**config.mk**
```make
export PLATFORM = sky130hd
export DESIGN_NAME = cnt_step_decoder
export DESIGN_NICKNAME = d
export VERILOG_FILES = /design/src/rtl/cnt_dec_pkg.sv /design/src/rtl/cnt_step_classify.sv /design/src/rtl/cnt_step_decoder.sv
export SDC_FILE = /design/constraint.sdc
export NUM_CORES = 1
export LEC_CHECK = 0
export CAP_MARGIN = 20
export CORE_UTILIZATION = 53
export DETAILED_ROUTE_END_ITERATION = 12
export GPL_TIMING_DRIVEN = 0
export PLACE_DENSITY = 0.89
export SETUP_SLACK_MARGIN = 0.4
export SYNTH_ARGS = -nofsm -noshare
export SYNTH_HDL_FRONTEND = slang
export SYNTH_SLANG_ARGS = --single-unit
```
**constraint.sdc**
```tcl
create_clock -name clock -period 6.9 [get_ports clock]
set_clock_uncertainty 0.15 [all_clocks]
set_input_delay 0.69 -clock clock [delete_from_list [all_inputs] [get_ports clock]]
set_output_delay 0.69 -clock clock [all_outputs]
set_load 0.02 [all_outputs]
```
**src/rtl/cnt_dec_pkg.sv**
```systemverilog
// Shared types and constants for the step-counter observer (cnt_step_decoder).
package cnt_dec_pkg;

  // Decoder lock FSM.
  typedef enum logic [1:0] {
    StUnsync = 2'd0,
    StAcq    = 2'd1,
    StLocked = 2'd2
  } dec_state_e;

  // Step classes as modulo deltas between consecutive samples.
  localparam int unsigned STEP_HOLD = 0;
  localparam int unsigned STEP_INC2 = 2;

  // good_cnt is sized as $clog2(LOCK_N+1) for the largest legal LOCK_N,
  // so every LOCK_N in 1..15 fits without re-deriving the width.
  localparam int unsigned LOCK_N_MAX = 15;
  localparam int unsigned GOOD_CNT_W = $clog2(LOCK_N_MAX + 1);

endpackage

```
**src/rtl/cnt_step_classify.sv**
```systemverilog
// Combinational step classifier: modulo delta between the new and previous sample.
module cnt_step_classify
  import cnt_dec_pkg::*;
#(
  parameter int unsigned CNT_W = 4
) (
  input  logic [CNT_W-1:0] cnt_i,
  input  logic [CNT_W-1:0] prev_i,
  output logic             legal_o,
  output logic             is_inc2_o
);

  logic [CNT_W-1:0] delta;

  // Wrap-around falls out of the natural CNT_W-bit subtract (14->0 is +2).
  always_comb begin
    delta     = cnt_i - prev_i;
    is_inc2_o = (delta == CNT_W'(STEP_INC2));
    legal_o   = is_inc2_o | (delta == CNT_W'(STEP_HOLD));
  end

endmodule

```
**src/rtl/cnt_step_decoder.sv**
```systemverilog
// Observer for the +2/hold step counter: recovers per-cycle step, tracks lock
// and counts illegal steps seen while locked.
// Optional: CNT_STEP_DECODER_ERR_CNT_EN builds the saturating error counter;
// without it err_cnt_o is tied to zero.
module cnt_step_decoder
  import cnt_dec_pkg::*;
#(
  parameter int unsigned CNT_W  = 4,
  parameter int unsigned LOCK_N = 4,
  parameter int unsigned ERR_W  = 8
) (
  input  logic             clock,
  input  logic             reset_n,
  input  logic             clear_i,
  input  logic             valid_i,
  input  logic [CNT_W-1:0] cnt_i,
  output logic             step_valid_o,
  output logic             inc2_o,
  output logic             err_o,
  output logic             locked_o,
  output logic [ERR_W-1:0] err_cnt_o
);

  dec_state_e              state_d, state_q;
  logic [CNT_W-1:0]        prev_d, prev_q;
  logic [GOOD_CNT_W-1:0]   good_cnt_d, good_cnt_q;
  logic                    step_valid_d, step_valid_q;
  logic                    inc2_d, inc2_q;
  logic                    err_d, err_q;
  logic                    locked_d, locked_q;
  logic                    legal, is_inc2;

  cnt_step_classify #(
    .CNT_W (CNT_W)
  ) u_classify (
    .cnt_i     (cnt_i),
    .prev_i    (prev_q),
    .legal_o   (legal),
    .is_inc2_o (is_inc2)
  );

  // Next-state for FSM, prev sample, good-step count and step/err pulses.
  always_comb begin
    state_d      = state_q;
    prev_d       = prev_q;
    good_cnt_d   = good_cnt_q;
    step_valid_d = 1'b0;
    inc2_d       = 1'b0;
    err_d        = 1'b0;
    if (clear_i) begin
      // Sample is dropped; UNSYNC makes the stale prev irrelevant.
      state_d    = StUnsync;
      good_cnt_d = '0;
    end else if (valid_i) begin
      prev_d = cnt_i;
      unique case (state_q)
        StUnsync: begin
          state_d    = StAcq;
          good_cnt_d = '0;
        end
        StAcq: begin
          if (legal) begin
            step_valid_d = 1'b1;
            inc2_d       = is_inc2;
            good_cnt_d   = good_cnt_q + 1'b1;
            if (good_cnt_d == GOOD_CNT_W'(LOCK_N)) state_d = StLocked;
          end else begin
            good_cnt_d = '0;
          end
        end
        StLocked: begin
          if (legal) begin
            step_valid_d = 1'b1;
            inc2_d       = is_inc2;
          end else begin
            err_d      = 1'b1;
            state_d    = StAcq;
            good_cnt_d = '0;
          end
        end
        default: state_d = StUnsync;
      endcase
    end
    locked_d = (state_d == StLocked);
  end

  // State and registered outputs.
  always_ff @(posedge clock or negedge reset_n) begin
    if (!reset_n) begin
      state_q      <= StUnsync;
      prev_q       <= '0;
      good_cnt_q   <= '0;
      step_valid_q <= 1'b0;
      inc2_q       <= 1'b0;
      err_q        <= 1'b0;
      locked_q     <= 1'b0;
    end else begin
      state_q      <= state_d;
      prev_q       <= prev_d;
      good_cnt_q   <= good_cnt_d;
      step_valid_q <= step_valid_d;
      inc2_q       <= inc2_d;
      err_q        <= err_d;
      locked_q     <= locked_d;
    end
  end

  assign step_valid_o = step_valid_q;
  assign inc2_o       = inc2_q;
  assign err_o        = err_q;
  assign locked_o     = locked_q;

`ifdef CNT_STEP_DECODER_ERR_CNT_EN
  logic [ERR_W-1:0] err_cnt_d, err_cnt_q;

  // Saturating count, updated in step with the err_o pulse.
  always_comb begin
    err_cnt_d = err_cnt_q;
    if (clear_i) begin
      err_cnt_d = '0;
    end else if (err_d && (err_cnt_q != '1)) begin
      err_cnt_d = err_cnt_q + 1'b1;
    end
  end

  // Error counter register.
  always_ff @(posedge clock or negedge reset_n) begin
    if (!reset_n) begin
      err_cnt_q <= '0;
    end else begin
      err_cnt_q <= err_cnt_d;
    end
  end

  assign err_cnt_o = err_cnt_q;
`else
  assign err_cnt_o = '0;
`endif

endmodule

```
## Word level (Yosys, flattened, before mapping)

Index checks and enable logic that the tools add are counted.

| word-level totals | value |
|---|---|
| register bits | 14 |
| bits of input ports | 8 |
| output and inout port bits | 12 |
| logic and storage cells | 47 |

| cells by class | value |
|---|---|
| add/subtract/negate cells | 2 |
| eq/ne operators | 6 |
| muxes and demuxes | 23 |
| bitwise gates (word level) | 2 |
| reduce and logical (&&, ||, !) cells | 7 |

Operator list:

| kind | number |
|---|---|
| $mux W4 | 4 |
| $mux W1 | 12 |
| $pmux W4 S3 | 1 |
| $mux W2 | 5 |
| $pmux W2 S3 | 1 |
| $add A4 B1 Y4 const B | 1 |
| $eq A2 B2 Y1 const B | 2 |
| $eq A4 B2 Y1 const B | 1 |
| $eq A4 B3 Y1 const B | 1 |
| $logic_not A4 Y1 | 1 |
| $reduce_bool A4 Y1 | 1 |
| $sub A4 B4 Y4 | 1 |
| $ne A3 B3 Y1 const B | 1 |
| $reduce_and A3 Y1 | 1 |
| $eq A2 B1 Y1 const B | 1 |
| $logic_not A2 Y1 | 1 |
| $reduce_and A2 Y1 | 1 |
| $reduce_bool A2 Y1 | 1 |
| $reduce_or A2 Y1 | 1 |
| $not A1 Y1 | 1 |
| $or A1 B1 Y1 | 1 |

## Logic depth before layout (Yosys ltp)

| depth | value |
|---|---|
| depth after elaboration | 8 |
| gate-level depth with buffers | 7 |
| gate-level depth less buffers | 7 |

## Cells and area by module

A second synthesis with hierarchy kept.

| unflattened totals | value |
|---|---|
| cells, all modules | 100 |
| area total of the unflattened synthesis | 987.2 µm² |

Modules (own cells, without submodules):

| module | instances | cells each | area an instance (µm²) | sequential area each (µm²) |
|---|---|---|---|---|
| cnt_step_decoder | 1 | 82 | 853.3 | 350.3 |
| cnt_step_classify | 1 | 18 | 133.9 | 0.0 |

## Worst setup path after synthesis

OpenSTA, ideal clock, no wires.

| timing | value |
|---|---|
| kind | input to register |
| from | input cnt_i[1] |
| to | register locked_q, in the netlist locked_o |
| setup time | 0.111 ns |
| arrival time | 2.269 ns |
| data required time | 6.639 ns |
| slack | 4.369 ns |
| stages | 6 |
| buffers on the path | 0 |
| path through | ha_1 -> and2b_1 -> nor3_1 -> o221ai_2 -> or3_4 -> a2111oi_2 |

| on the way | value |
|---|---|
| cells in the longest elaborated chain, start to end | 8 |
| elaborated cells on any way between the ends | 10 |
| classes of those cells | add/sub: 1; eq/ne: 2; mux: 5; bitwise: 1; reduce/logical: 1 |

RTL lines:

| element | RTL line | text |
|---|---|---|
| start: declaration | cnt_step_decoder.sv:16 | `input logic [CNT_W-1:0] cnt_i,` |
| $sub A4 B4 Y4 (*) | cnt_step_classify.sv:17 | `delta = cnt_i - prev_i;` |
| $eq A4 B2 Y1 or $logic_not A4 Y1 (tied branches) | cnt_step_classify.sv:18, cnt_step_classify.sv:19 |  |
| $or A1 B1 Y1 (*) | cnt_step_classify.sv:19 | `legal_o = is_inc2_o \| (delta == CNT_W'(STEP_HOLD));` |
| $mux W2 (on tied branches) | cnt_step_decoder.sv:72, cnt_step_decoder.sv:62 |  |
| $pmux W2 S3 (*) | cnt_step_decoder.sv:56 | `unique case (state_q)` |
| $mux W2 (*) | cnt_step_decoder.sv:54 | `end else if (valid_i) begin` |
| $mux W2 (*) | cnt_step_decoder.sv:50 | `if (clear_i) begin` |
| $eq A2 B2 Y1 (*) | cnt_step_decoder.sv:84 | `locked_d = (state_d == StLocked);` |
| via locked_d | cnt_step_decoder.sv:30 | `logic locked_d, locked_q;` |
| end signal: assignment | cnt_step_decoder.sv:104 | `locked_q <= locked_d;` |
| end: declaration | cnt_step_decoder.sv:30 |  |

The timed path passes the listed nets; every way through them passes the cells marked *.
A chain may end at the register's enable or synchronous reset.

## Worst setup path in the final report

Ends and elaborated chain as after synthesis.

==> summary.txt <==
Run status
  – Status: finished, final reports clean

Timing
  – Final setup violation count: 0
  – Slew @ Worst Pin: ~0.61 ns
  – Min Tclk post-route: 2.84 ns
  – Slew Viols, Final: 0
  – Slew HR: 59.2%
  – Hold Vio Cnt, Final: 0
  – Period utilization: 41.1%
  – Achievable Freq: about 350 MHz
  – RSZ-0062 raised after global routing: no
  – Setup_tns: 0 ns

Setup path
  – Critical path startpoint category: primary input
  – Critical path required time: 6.94 ns
  – Critical path type: primary input to flop
  – Worst Setup End Kind: flop
  – Max FO, Critical Path: 10
  – Arr. time, crit path: around 2.9 ns

Logic synthesis
  – Syn_area_per_cell: around 10 um^2
  – Seq/Total Area, Yosys: 37.1%
  – Compound-Gate Fraction of Synth Area: 17.8%
  – Synth warnings: 0
  – Synth Area in Adders: a little under an eighth
  – Post-Synth XOR/XNOR Area: 1.86%
  – Mapped Cells: 95
  – Yosys cell types: 37
  – Yosys reg bits: 14
  – Post-Syn Area: 943 um^2
  – Largest family of logic cells by synthesized area: simple AND/OR/NAND/NOR gates
  – Simple-Gate Fraction of Synth Area: 18.2%
  – Post-synthesis mux area share: 3.58%

Placement
  – PortBufs: 11
  – DP HPWL: 1.15 mm
  – Routability Congestion: 0.859

Final layout
  – Diode count: 0
  – Final Util: 72.1%
  – Ratio of cells with drive above 1 in the final layout: 18.8%
  – P&R area growth vs syn: 20.4%
  – Commonest non-fill, non-tap cell in the layout: dfrtp_1
  – Layout Nets: 135
  – Most frequent cells in the layout: dfrtp_1, clkdlybuf4s50_1, ha_1, buf_4, conb_1

Global route
  – First-pass GRT wire length: 2.78 mm
  – Pin count of the biggest net entering global routing: 15
  – Gr ovfl total: 0
  – GRT Total Usage: 19.7%
  – Initial antenna violation count: 0
  – Vias in the first global route: 667

CTS
  – CTS H-tree depth: 1
  – Post-CTS Setup Repair Bufs: 0
  – Maximum clock insertion buffer count: 2
  – CTS sink count: 14
  – Post-CTS sizing: 0
  – CTS Root Cell: clkbuf_4
  – Hold buffers post-CTS: 0
  – Clock latency at the later pin of the worst-skew pair: between 0.2 and 0.3 ns
  – CTS tree: yes
  – Total CTS buffers: 3
  – Clock-pin slew on the worst setup and hold paths: 0.09 ns

Die
  – Row cnt: 14
  – Die Height: 44.2 um
  – I/O pins: 20
  – Initial Util: 59.8%
  – Die area: just under 2000 um^2
  – Die X: ~44 um
  – Core area: 1580 um^2

Routing
  – Routed WL per cell: 11.5 um
  – Initial drt markers: 11
  – Post-DR vias/cell: between 5 and 6
  – DRT Wirelength: between 1.5 and 2 mm
  – DRC Markers: 0
  – Pre-antenna DRT Iters: 6
  – Vias: 729
  – ANT nets after route: 0

Hold path
  – Hold Crit Class: flop to flop

Power and ir drop
  – Net Sw Frac: 29.2%
  – Peak supply drop: 0.000127 V
  – Leakage: between 0.5 and 0.6 nW
  – Clock power share: 32.2%
  – Combinational power share: 22.3%
  – Switch Pwr: 0.0568 mW
  – P per Cell Area: 171 nW/um^2
  – Reg power frac: between 40% and 50%
  – P_int: 0.138 mW

Run
  – Max-cap violation count: 0
[logic make-up after synthesis]
kind of cell	after synthesis
buf+inv	15
simple gates	30
flops	14
other cells	1
xor+xnor	2
compound gates	21
fa+ha+maj	9
mux	3
[power by group through the flow]
stage / combinational, mW / clock (mW) / sequential (mW)
2_1_floorplan: 0.0319 / 0 / 0.0896
4_1_cts: 0.0434 / 0.0631 / 0.0885
3_5_place_dp: 0.0434 / 0 / 0.0901
5_1_grt: 0.0492 / 0.0653 / 0.0891
6_report: 0.0435 / 0.0626 / 0.0884
3_3_place_gp: 0.0422 / 0 / 0.0898
[worst max-delay path: stages]
cell and delay, ns:
clkdlybuf4s50_1 0.43, ha_1 0.34, and2b_1 0.19, nor3_1 0.20, o221ai_2 0.25, or3_4 0.43
a2111oi_2 0.34
[metrics by stage]
| stage | cell area, um^2 | hold slack (ns) | worst slack [ns] | std cells | total power [mW] |
|---|---|---|---|---|---|
| 3_5_place_dp | 1100 | 0.356 | 3.79 | 129 | 0.133 |
| 6_report | 1140 | 0.371 | 4.06 | 133 | 0.195 |
| 5_1_grt | 1140 | 0.398 | 3.94 | 133 | 0.204 |
| 4_1_cts | 1140 | 0.377 | 4.09 | 133 | 0.195 |
| 3_3_place_gp | 1100 | 0.344 | 3.82 | 129 | 0.132 |
| 2_1_floorplan | 970 | 0.244 | 4.37 | 102 | 0.122 |
[area by class of cell]
cell class | instances | area, um^2
Multi-Input combinational cell | 73 | 533
Fill cell | 124 | 440
Sequential cell | 14 | 350
Timing Repair Buffer | 11 | 110
Buffer | 9 | 63.8
Clock buffer | 4 | 36.3
Inverter | 6 | 22.5
Tap cell | 16 | 20.0
[Yosys cell counts]
library cell / instances / area share [%]
o31a_1: 1 / 0.93
xor2_1: 1 / 0.93
mux2_2: 3 / 3.6
buf_4: 8 / 6.4
o32ai_1: 1 / 0.93
nand3_1: 1 / 0.53
a21o_2: 1 / 0.93
nor2b_1: 1 / 0.66
o21a_1: 2 / 1.6
a211oi_1: 1 / 0.80
a2111oi_2: 1 / 1.6
o22ai_1: 1 / 0.66
o21ai_0: 2 / 1.1
or3_4: 1 / 1.2
conb_1: 1 / 0.40
and2b_1: 1 / 0.80
ha_1: 9 / 12
nand2_1: 4 / 1.6
o221ai_2: 1 / 1.6
a21o_1: 1 / 0.80
nand2b_1: 5 / 3.3
o31a_2: 1 / 1.1
and3_2: 1 / 0.80
dfrtp_1: 14 / 37
xnor2_1: 1 / 0.93
nand3b_1: 3 / 2.4
a22o_1: 2 / 1.9
clkbuf_1: 1 / 0.40
nor2_1: 7 / 2.8
a21oi_1: 4 / 2.1
a21boi_0: 1 / 0.80
nor3_1: 3 / 1.6
and3b_1: 1 / 0.93
and3_1: 1 / 0.66
nor4b_1: 1 / 0.93
a211o_2: 1 / 1.1
inv_1: 6 / 2.4
[registers in the layout (all words and copies together), names as in the netlist]
register and flops:
state_q 2, good_cnt_q 4, inc2_o 1, locked_o 1, prev_q 4, step_valid_o 1, err_o 1
[routing by layer]
| metal | part of all wire [%] | GRT usage (%) | vias up |
|---|---|---|---|
| met4 | 1.6 | 10.9 | 0 |
| met5 | 0 | 0 | - |
| met3 | 4.2 | 3.67 | 4 |
| met1 | 48 | 25.5 | 338 |
| li1 | - | - | 367 |
| met2 | 46 | 30.9 | 20 |
[final timing paths]
kind / start / end / slack [ns] / cells after the start
max: cnt_i[1] / locked_o / 4.06 / 7
min: prev_q[0] / prev_q[0] / 0.37 / 1
max reg2reg: prev_q[1] / locked_o / 4.53 / 7
min reg2reg: prev_q[0] / prev_q[0] / 0.37 / 1
max in group asynchronous: reset_n / prev_q[3] / 5.58 / 1
min in group asynchronous: reset_n / err_o / 0.62 / 1
Note: power is estimated with default switching activity, not from simulation.
==> variant 1 (same flow settings) <==
Encoding of `dec_state_e`: now one-hot (3 bits for 3 states).
--- a/src/rtl/cnt_dec_pkg.sv
+++ b/src/rtl/cnt_dec_pkg.sv
@@ -4,6 +4,6 @@
   // Decoder lock FSM.
-  typedef enum logic [1:0] {
-    StUnsync = 2'd0,
-    StAcq    = 2'd1,
-    StLocked = 2'd2
+  typedef enum logic [2:0] {
+    StUnsync = 3'b001,
+    StAcq    = 3'b010,
+    StLocked = 3'b100
   } dec_state_e;
Formal check against the unedited RTL: no difference found for any inputs over 10 cycles, from zero or initial values and one cycle with reset_n low; not proved beyond that.
==> variant 1 against the original RTL <==
- area after synthesis is 9.8% higher
- highest routed layer unchanged
- sequential share of layout area is 0.22 points lower
- via count is 7.8% higher
- design area is 8.3% higher
- critical path depth stayed put
- die area is 9.4% higher
- sequential cell count is 1 higher
- largest power group unchanged
- critical endpoint is now good_cnt_q[0]
- total power is 8.7% higher
- wire length is 20% higher
- worst setup slack better by 0.21 ns
==> variant 1: results (changes against the original RTL) <==
Max VDD drop = 116 µV (-8.8%)
Largest net degree at the start of global routing = 16 (+1)
Top post-synthesis cells by count = 14 x dfrtp_1, 10 x inv_1, 8 x buf_4
DP HPWL = 1.44 mm (+25%)
Crit path DAT = 2.63 ns (-0.25 ns)
Status = completed
Fillcell total = 140 (+13%)
Reported leakage power = 0.564 nW (+4.8%)
Vias in the first global route = 739 (+11%)
Max_slew headroom = 54.1% (-5.1 points)
WL per Instance = 12.2 µm (+6.1%)
Via/cell ratio = 5.21 (-5.0%)
Iteration-0 DRC Markers = 25 (+14)
XOR/XNOR share of the synthesized area = 4.95% (+3.1 points)
Worst reg2reg setup slack = 4.76 ns (+0.23 ns)
Syn_area_per_cell = 9.96 µm² (+0.31%)
Layout Nets = 140 (+3.7%)
Sequential fraction of the synthesis area = 36.4% (-0.78 points)
Share of layout cells above drive strength 1 = 19.8% (+1.0 points)
Post-DP Area = 1200 µm² (+9.4%)
Post-synthesis cell type count = 43 (+16%)
RR Endpoint = good_cnt_q[0]
Adder-cell area share of the yosys netlist = 6.04% (-5.9 points)
Finished Layout Cells = 151 (+14%)
Initial DRT Pass Iterations = 5 (-1)
Top post-synthesis cells by area = dfrtp_1 34%, ha_1 6.0%, buf_4 5.8%
==> variant 1: cell count changes in the layout (fill, tap and decap cells not counted), moves of 3 or more <==
| cell | unedited run | this run |
|---|---|---|
| ha_1 | 9 | 5 |
| inv_1 | 6 | 10 |
| nor2b_1 | 1 | 5 |
| mux2i_1 | 0 | 3 |
| nor2_1 | 7 | 4 |
| nand3_1 | 1 | 5 |
==> variant 1: worst max path at each step <==
stage               cells past startpoint      from  slack (ns)            end
floorplan                               6  cnt_i[1]        4.67  good_cnt_q[0]
CTS                                     7  cnt_i[1]        4.28  good_cnt_q[1]
finish                                  7  cnt_i[1]        4.27  good_cnt_q[0]
global route                            7  cnt_i[1]        4.18  good_cnt_q[0]
global placement                        7  cnt_i[1]        4.08  good_cnt_q[0]
detailed placement                      7  cnt_i[1]        3.99  good_cnt_q[1]
==> variant 1: layout make-up <==
cell class                      instances  area (µm²)  share of cell area [%]
Tap cell                               25        31.3                    2.54
Sequential cell                        15         377                    30.6
Timing Repair Buffer                   11         110                    8.95
Inverter                               10        37.5                    3.05
Multi-Input combinational cell         75         574                    46.7
Clock buffer                            4        26.3                    2.14
Buffer                                 11        73.8                    6.00
==> variant 1: per-layer routing <==
metal	up-vias	GRT usage, %	part of all wire [%]	wire [µm]
li1	396	-	-	-
met2	25	33.0	47	862
met5	-	0	0	0
met1	360	28.1	48	881
met3	5	2.35	3.8	70
met4	0	8.82	1.8	33
==> variant 1: cells by family after synthesis <==
kind of cell | Yosys count
buffers and inverters | 21
other | 1
and+or+nand+nor | 29
adders and majority gates | 5
AOI/OAI and AO/OA | 24
DFF | 15
xor gates and xnor gates | 4
muxes | 5
==> variant 1: power by group <==
group / leakage [nW] / internal [mW] / total (mW) / switching, mW
Clock: 0.0150 / 0.0225 / 0.0487 / 0.0263
Combinational: 0.351 / 0.0289 / 0.0662 / 0.0373
Sequential: 0.197 / 0.0937 / 0.0966 / 0.00294
==> variant 1: critical path: cells and delay by family <==
kind	cells	cell delay (ns)
mux	1	0.12
compound gates	2	0.65
buf+inv	1	0.42
simple gates	2	0.38
fa+ha+maj	1	0.36
==> variant 2 (same settings) <==
Made on the original files. Set the parameter `ERR_W` to 12 (it was 8).
--- a/src/rtl/cnt_step_decoder.sv
+++ b/src/rtl/cnt_step_decoder.sv
@@ -9,3 +9,3 @@
   parameter int unsigned LOCK_N = 4,
-  parameter int unsigned ERR_W  = 8
+  parameter int unsigned ERR_W  = 12
 ) (
Interface: changed (resized err_cnt_o); port bits go from 20 to 24. No check against the original RTL was run, so the function may have changed too.
==> variant 2 against the original RTL <==
- global-route usage rose by 2.8 points
- worst setup slack got worse by 0.073 ns
- design area rose by 5.0%
- sequential cell count did not move
- area after synthesis rose by 3.2%
- total power rose by 2.6%
- synthesized cell count rose by 4.2%
- wire length rose by 19%
- critical endpoint unchanged
==> variant 2: results (changes against the original RTL) <==
Grt met2 use = 42.9% (+12 points)
Reported leakage power = 0.573 nW (+6.5%)
Met1 Track Usage GR = 21.5% (-4.0 points)
Share of layout cells above drive strength 1 = 20.8% (+2.0 points)
Crit path DAT = 2.94 ns (+0.06 ns)
Total track usage = 22.4% (+2.8 points)
Max Fclk = 344 MHz (-2.5%)
Max VDD drop = 98.5 µV (-23%)
Min-delay src = prev_q[3]
Slowest CP cell = or3_4
DP HPWL = 1.42 mm (+24%)
Multi-input gate area = 548 µm² (+2.8%)
Iteration-0 DRC Markers = 5 (-6)
Status = completed
Global-route wire length before repair = 3.07 mm (+10%)
GPL Wtd Cong = 0.741 (-14%)
Metal-1 WL = 679 µm (-7.1%)
Post-DP Area = 1160 µm² (+5.1%)
Vias after detailed routing = 766 (+5.1%)
Vias in the first global route = 713 (+6.9%)
WL per Instance = 12.1 µm (+5.2%)
Hold slack = 0.390 ns (+0.0191 ns)
Max_slew headroom = 56.8% (-2.4 points)
GR Util met3 = 6.00% (+2.3 points)
Sw frac = 30.1% (+0.92 points)
Worst reg2reg setup slack = 4.46 ns (-0.07 ns)
Min-Delay Endpoint = prev_q[3]
Placement Setup Slack = 3.68 ns (-0.109 ns)
Fillcell total = 143 (+15%)
## variant 2: logic make-up (layout without fill, tap and decap cells)
family,count (synthesis),count (layout),synth area share (%)
mux,3,3,3.47
fa+ha+maj,9,9,11.6
simple gates,30,30,17.6
flops,14,14,36.0
xor+xnor,2,2,1.80
other cells,1,12,0.385
buf+inv,19,34,12.0
compound gates,21,21,17.2
## variant 2: power groups by stage
stage	clock network (mW)	registers, mW	logic (mW)
detailed placement	0	0.0900	0.0489
finish	0.0618	0.0884	0.0493
floorplan	0	0.0896	0.0355
global placement	0	0.0899	0.0458
global route	0.0680	0.0888	0.0559
CTS	0.0615	0.0884	0.0491
## variant 2: cell type report
class / instances / area share [%]
sequential: 14 / 29.4
buffer: 13 / 7.87
timing repair buffer: 11 / 9.23
tap: 25 / 2.62
multi-input combinational: 77 / 46.0
inverter: 6 / 1.89
clock buffer: 4 / 3.04
